**src/rtl/ring_osc_sequencer.sv**
```systemverilog
// Measurement sequencer for a ring-oscillator timer: gates the oscillator for a
// programmable window, freezes and captures its count, accumulates N samples.
module ring_osc_sequencer #(
  parameter int WINDOW_W = 8,
  parameter int ACC_W    = 16
) (
  input  logic                clk,
  input  logic                rst_n,
  input  logic                start,
  input  logic [WINDOW_W-1:0] window_len,
  input  logic [3:0]          num_samples,
  input  logic [7:0]          timer_out,
  output logic                timer_slow_clk,
  output logic                timer_enable,
  output logic                timer_signal,
  output logic                busy,
  output logic [ACC_W-1:0]    result,
  output logic                result_valid,
  input  logic                result_ready,
  output logic                overflow,
  output logic                sample_err
);

  // The shared down-counter must also hold the fixed ARM/SETTLE durations.
  localparam int CNT_W = (WINDOW_W > 2) ? WINDOW_W : 2;

  typedef enum logic [2:0] {
    S_IDLE,
    S_ARM,
    S_WINDOW,
    S_STOP,
    S_SETTLE,
    S_CAPTURE,
    S_DONE
  } state_t;

  state_t             state_q, state_d;
  logic [CNT_W-1:0]   cnt_q, cnt_d;
  logic [CNT_W-1:0]   win_q, win_d;
  logic [4:0]         nsamp_q, nsamp_d;
  logic [4:0]         samp_cnt_q, samp_cnt_d;
  logic [ACC_W-1:0]   acc_q, acc_d;
  logic               expected_q, expected_d;
  logic [7:0]         sync1_q, sync2_q;
  logic               slow_q, slow_d;
  logic               enable_q, enable_d;
  logic               signal_q, signal_d;
  logic               busy_q, busy_d;
  logic [ACC_W-1:0]   result_q, result_d;
  logic               valid_q, valid_d;
  logic               overflow_q, overflow_d;
  logic               sample_err_q, sample_err_d;
  logic [ACC_W:0]     acc_sum;

  always_comb begin
    state_d      = state_q;
    cnt_d        = cnt_q;
    win_d        = win_q;
    nsamp_d      = nsamp_q;
    samp_cnt_d   = samp_cnt_q;
    acc_d        = acc_q;
    expected_d   = expected_q;
    signal_d     = signal_q;
    result_d     = result_q;
    valid_d      = valid_q;
    overflow_d   = overflow_q;
    sample_err_d = sample_err_q;
    acc_sum      = {1'b0, acc_q} + (ACC_W + 1)'(sync2_q[5:0]);

    if (valid_q && result_ready) begin
      valid_d = 1'b0;
    end

    case (state_q)
      S_IDLE: begin
        if (start && !valid_q) begin
          state_d      = S_ARM;
          cnt_d        = CNT_W'(1);
          // win holds L-1 so the WINDOW countdown ends on zero.
          win_d        = (window_len == '0) ? '0 : CNT_W'(window_len) - CNT_W'(1);
          nsamp_d      = (num_samples == 4'd0) ? 5'd16 : {1'b0, num_samples};
          samp_cnt_d   = 5'd0;
          acc_d        = '0;
          overflow_d   = 1'b0;
          sample_err_d = 1'b0;
        end
      end

      S_ARM: begin
        expected_d = signal_q;
        if (cnt_q == '0) begin
          state_d = S_WINDOW;
          cnt_d   = win_q;
        end else begin
          cnt_d = cnt_q - CNT_W'(1);
        end
      end

      S_WINDOW: begin
        if (cnt_q == '0) begin
          state_d  = S_STOP;
          signal_d = ~signal_q;
        end else begin
          cnt_d = cnt_q - CNT_W'(1);
        end
      end

      S_STOP: begin
        state_d = S_SETTLE;
        cnt_d   = CNT_W'(2);
      end

      S_SETTLE: begin
        if (cnt_q == '0) begin
          state_d = S_CAPTURE;
        end else begin
          cnt_d = cnt_q - CNT_W'(1);
        end
      end

      S_CAPTURE: begin
        if (acc_sum[ACC_W]) begin
          acc_d      = '1;
          overflow_d = 1'b1;
        end else begin
          acc_d = acc_sum[ACC_W-1:0];
        end
        if (sync2_q[6]) begin
          overflow_d = 1'b1;
        end
        if (sync2_q[7] != expected_q) begin
          sample_err_d = 1'b1;
        end
        samp_cnt_d = samp_cnt_q + 5'd1;
        if (samp_cnt_q + 5'd1 == nsamp_q) begin
          state_d = S_DONE;
        end else begin
          state_d = S_ARM;
          cnt_d   = CNT_W'(1);
        end
      end

      S_DONE: begin
        result_d = acc_q;
        valid_d  = 1'b1;
        state_d  = S_IDLE;
      end

      default: begin
        state_d = S_IDLE;
      end
    endcase

    // Timer controls are registered from the next state. slow_clk drops on
    // entry to CAPTURE; the synchroniser still holds the frozen count then.
    slow_d   = (state_d == S_WINDOW) || (state_d == S_STOP) || (state_d == S_SETTLE);
    enable_d = (state_d != S_IDLE) && (state_d != S_DONE);
    busy_d   = (state_d != S_IDLE);
  end

  always_ff @(posedge clk or negedge rst_n) begin
    if (!rst_n) begin
      state_q      <= S_IDLE;
      cnt_q        <= '0;
      win_q        <= '0;
      nsamp_q      <= 5'd0;
      samp_cnt_q   <= 5'd0;
      acc_q        <= '0;
      expected_q   <= 1'b0;
      sync1_q      <= 8'd0;
      sync2_q      <= 8'd0;
      slow_q       <= 1'b0;
      enable_q     <= 1'b0;
      signal_q     <= 1'b0;
      busy_q       <= 1'b0;
      result_q     <= '0;
      valid_q      <= 1'b0;
      overflow_q   <= 1'b0;
      sample_err_q <= 1'b0;
    end else begin
      state_q      <= state_d;
      cnt_q        <= cnt_d;
      win_q        <= win_d;
      nsamp_q      <= nsamp_d;
      samp_cnt_q   <= samp_cnt_d;
      acc_q        <= acc_d;
      expected_q   <= expected_d;
      sync1_q      <= timer_out;
      sync2_q      <= sync1_q;
      slow_q       <= slow_d;
      enable_q     <= enable_d;
      signal_q     <= signal_d;
      busy_q       <= busy_d;
      result_q     <= result_d;
      valid_q      <= valid_d;
      overflow_q   <= overflow_d;
      sample_err_q <= sample_err_d;
    end
  end

  assign timer_slow_clk = slow_q;
  assign timer_enable   = enable_q;
  assign timer_signal   = signal_q;
  assign busy           = busy_q;
  assign result         = result_q;
  assign result_valid   = valid_q;
  assign overflow       = overflow_q;
  assign sample_err     = sample_err_q;

endmodule

```
**config.mk**
```make
export PLATFORM = sky130hd
export DESIGN_NAME = ring_osc_sequencer
export DESIGN_NICKNAME = d
export VERILOG_FILES = /design/src/rtl/ring_osc_sequencer.sv
export SDC_FILE = /design/constraint.sdc
export NUM_CORES = 1
export LEC_CHECK = 0
export ABC_CLOCK_PERIOD_IN_PS = 7300
export CORE_MARGIN = 2
export CORE_UTILIZATION = 35
export DETAILED_ROUTE_END_ITERATION = 12
export PLACE_DENSITY_LB_ADDON = 0.05
export SYNTH_ARGS = -nofsm -noshare
export SYNTH_HDL_FRONTEND = slang
export SYNTH_SLANG_ARGS = --single-unit
export TNS_END_PERCENT = 30
```
**constraint.sdc**
```tcl
create_clock -name clk -period 7.3 [get_ports clk]
set_clock_uncertainty 0.15 [all_clocks]
set_input_delay 1.46 -clock clk [delete_from_list [all_inputs] [get_ports clk]]
set_output_delay 1.46 -clock clk [all_outputs]
set_load 0.05 [all_outputs]
```
==> flow_metrics.env <==
export IMPL_final_max_slew_viol_count=0
export IMPL_ys_seq_elements=85
export IMPL_cts_buffers_inserted=9
export IMPL_fin_tns_setup_ns=0
export IMPL_cts_setup_buffers=0
export IMPL_grt_start_max_net_pins=48
export IMPL_htreeDepth=3
export IMPL_vias=3094
export IMPL_ys_flop_type="dfrtp_1"
export IMPL_globalRouteOverflowTotal=0
export IMPL_drc=0
export IMPL_antenna_found_initial=0
export IMPL_start_kind="input port"
export IMPL_syn_area_per_cell_um2=10.4
export IMPL_critPathMaxFanout=6
export IMPL_die_y_um=113
export IMPL_worstSetupEndpointType="flop"
export IMPL_async_reset_ff_frac=1.00
export IMPL_yosysUniqueCellTypes=63
export IMPL_netlist_instances=396
export IMPL_leakagePower_nw=2.22
export IMPL_hold_class="flop to flop"
export IMPL_num_rows=39
export IMPL_hold_viol=0
export IMPL_synth_top_family_by_area="compound AO/OA/AOI/OAI gates"
export IMPL_cp_data_required_time_ns=7.35
export IMPL_syn_to_final_growth_pct=19.6
export IMPL_synthAdderAreaFrac=0.0351
export IMPL_start_util=0.361
export IMPL_grt_pass1_vias=3104
export IMPL_drv_cap=0
export IMPL_synth_edf_count=0
export IMPL_synth_area_leaders="dfrtp_1, mux2_2, nand2_1, ha_1, o21ai_0"
export IMPL_ios=47
export IMPL_rsz0062_at_grt="no"
export IMPL_die_x_um=113
export IMPL_cts_tree="built"
export IMPL_power_total_mw=0.946
export IMPL_p_per_area_nw_per_um2=191
export IMPL_drtIter0Drc=183
export IMPL_final_net_count=469
export IMPL_portBuffers=46
export IMPL_synth_simple_area_share=0.140
export IMPL_netlist_area_um2=4140
export IMPL_die_area_um2=12700
export IMPL_post_dp_hpwl_mm=6.35
export IMPL_final_util=0.432
export IMPL_clockBufferDepth=2
export IMPL_routed_wirelength_mm=9.32
export IMPL_synth_top_area_share=0.514
export IMPL_ys_seq_area_frac=0.514
export IMPL_dr_pass1_iters=4
export IMPL_grt_usage=0.157
export IMPL_ant_nets=0
export IMPL_coreArea_um2=11500
export IMPL_ir_worst_vdd_mv=0.163
export IMPL_muxShareOfSynthArea=0.0541
export IMPL_grt_pass1_wl_mm=15.7
export IMPL_place_congestion=0.816
export IMPL_drive_above_1_share=0.118
export IMPL_finalCriticalPeriod_ns=3.34
export IMPL_critical_path_class="input port to flop"
export IMPL_clockRootBuffer="clkbuf_16"
export IMPL_tightest_slew_ns=0.914
export IMPL_antenna_cells=0
export IMPL_status="complete, no violations"
export IMPL_yosys_warnings=0
export IMPL_arrival_ns=3.39
export IMPL_setup_violations=0
export IMPL_clock_sinks=85
export IMPL_synth_compound_area_share=0.173
export IMPL_via_per_inst=5.32
export IMPL_wl_per_cell_um=16.0
export IMPL_timing_fmax_mhz=299
export IMPL_hold_buffers=0
export IMPL_synth_xor_area_share=0.0360
export IMPL_finalCritPeriodShare=0.457
export IMPL_synth_nets=431
export IMPL_maxSlewHeadroom=0.389
export IMPL_synth_largest_area_cell="dfrtp_1"
export IMPL_clk_pin_slew_ns=0.06
export IMPL_fillers=1112
export IMPL_clock_latency_ns=0.35
export IMPL_post_cts_resize_count=0
[worst paths after layout]
check,from,endpoint,slack [ns],depth (start not counted)
setup / recovery,window_len[2],win_q[4]$_DFFE_PN0P_,3.96,6
hold / removal,sync1_q[1]$_DFF_PN0_,sync2_q[1]$_DFF_PN0_,0.20,0
setup reg to reg,cnt_q[0]$_DFFE_PN0P_,cnt_q[1]$_DFFE_PN0P_,4.07,8
hold reg to reg,sync1_q[1]$_DFF_PN0_,sync2_q[1]$_DFF_PN0_,0.20,0
max in group asynchronous,rst_n,cnt_q[1]$_DFFE_PN0P_,5.07,2
min in group asynchronous,rst_n,nsamp_q[2]$_DFFE_PN0P_,0.93,1
[cells by family (layout without fill, tap and decap cells)]
kind of cell,Yosys count,count (layout)
AND/OR/NAND/NOR,117,117
AO/OA/AOI/OAI,108,108
flip-flops,85,85
buffers and inverters,38,81
multiplexers,20,20
XOR/XNOR,17,17
adder cells (fa/ha/maj),11,11
[power by group]
group | switching [mW] | internal [mW]
logic | 0.0173 | 0.0150
clock network | 0.194 | 0.243
registers | 0.00133 | 0.475
total | 0.213 | 0.733
[synthesized netlist by cell type, drive strengths merged (2+ instances only)]
master  count
o311ai      2
o211a       2
xnor2       7
inv        15
mux2       19
and2        5
nand4       3
o22ai       5
xor2       10
a21o        6
nor2       31
nand2      35
nor3        5
a32o        2
a211oi      4
or4         3
or3         3
and3        7
o32ai       2
nand3      13
o211ai      2
buf         9
clkbuf     14
a31oi      16
ha         10
o21ai      25
or3b        3
a21oi      21
dfrtp      85
a311oi      4
a211o       3
[flip-flops by register name, summed over array words and instances (netlist names)]
signal / count
acc_q: 16
busy: 1
cnt_q: 8
expected_q: 1
nsamp_q: 5
overflow: 1
result: 16
result_valid: 1
samp_cnt_q: 5
sample_err: 1
state_q: 3
sync1_q: 8
sync2_q: 8
timer_enable: 1
timer_signal: 1
timer_slow_clk: 1
win_q: 8
[critical path: stages]
cell	delay, ns
clkdlybuf4s50_1	0.48
or4_1	0.52
nor2_1	0.18
nand2_1	0.07
o21ai_0	0.49
o21ai_0	0.19
[placed cells by master, fill, tap and decap left out, types with 3 or more instances in the layout]
master           netlist  layout
dfrtp_1               85      85
clkdlybuf4s50_1        0      45
nand2_1               35      35
nor2_1                31      31
o21ai_0               25      25
a21oi_1               21      21
mux2_2                19      19
a31oi_1               16      16
inv_1                 15      15
nand3_1               13      13
xor2_1                10      10
ha_1                  10      10
clkbuf_16              0       9
xnor2_1                7       7
a21o_1                 6       6
o22ai_1                5       5
and3_1                 5       5
nor3_1                 5       5
and2_1                 5       5
buf_4                  3       5
a211oi_1               4       4
a311oi_1               4       4
nand4_1                3       3
or3b_2                 3       3
[routing by layer]
layer,vias to the layer above,share of wire,GRT usage
met5,-,0,0
met4,0,0.012,0.0512
met3,11,0.039,0.0445
met2,53,0.48,0.243
met1,1521,0.46,0.215
li1,1509,-,-
[cell type report]
type | instances | area (um^2) | area share
timing repair buffer | 50 | 488 | 0.0986
multi-input combinational | 273 | 1810 | 0.366
clock inverter | 6 | 46.3 | 0.00936
inverter | 15 | 56.3 | 0.0114
clock buffer | 10 | 239 | 0.0483
tap | 143 | 179 | 0.0362
sequential | 85 | 2130 | 0.430
[metrics by stage]
stage	hold slack, ns	cells	cell area, um^2	worst slack (ns)
4_1_cts	0.200	582	4950	3.98
5_1_grt	0.207	582	4950	3.78
3_5_place_dp	0.185	566	4660	3.63
2_1_floorplan	0.181	396	4140	4.36
6_report	0.198	582	4950	3.96
3_3_place_gp	0.182	566	4660	3.65
Note: power is estimated with default switching activity, not from simulation.
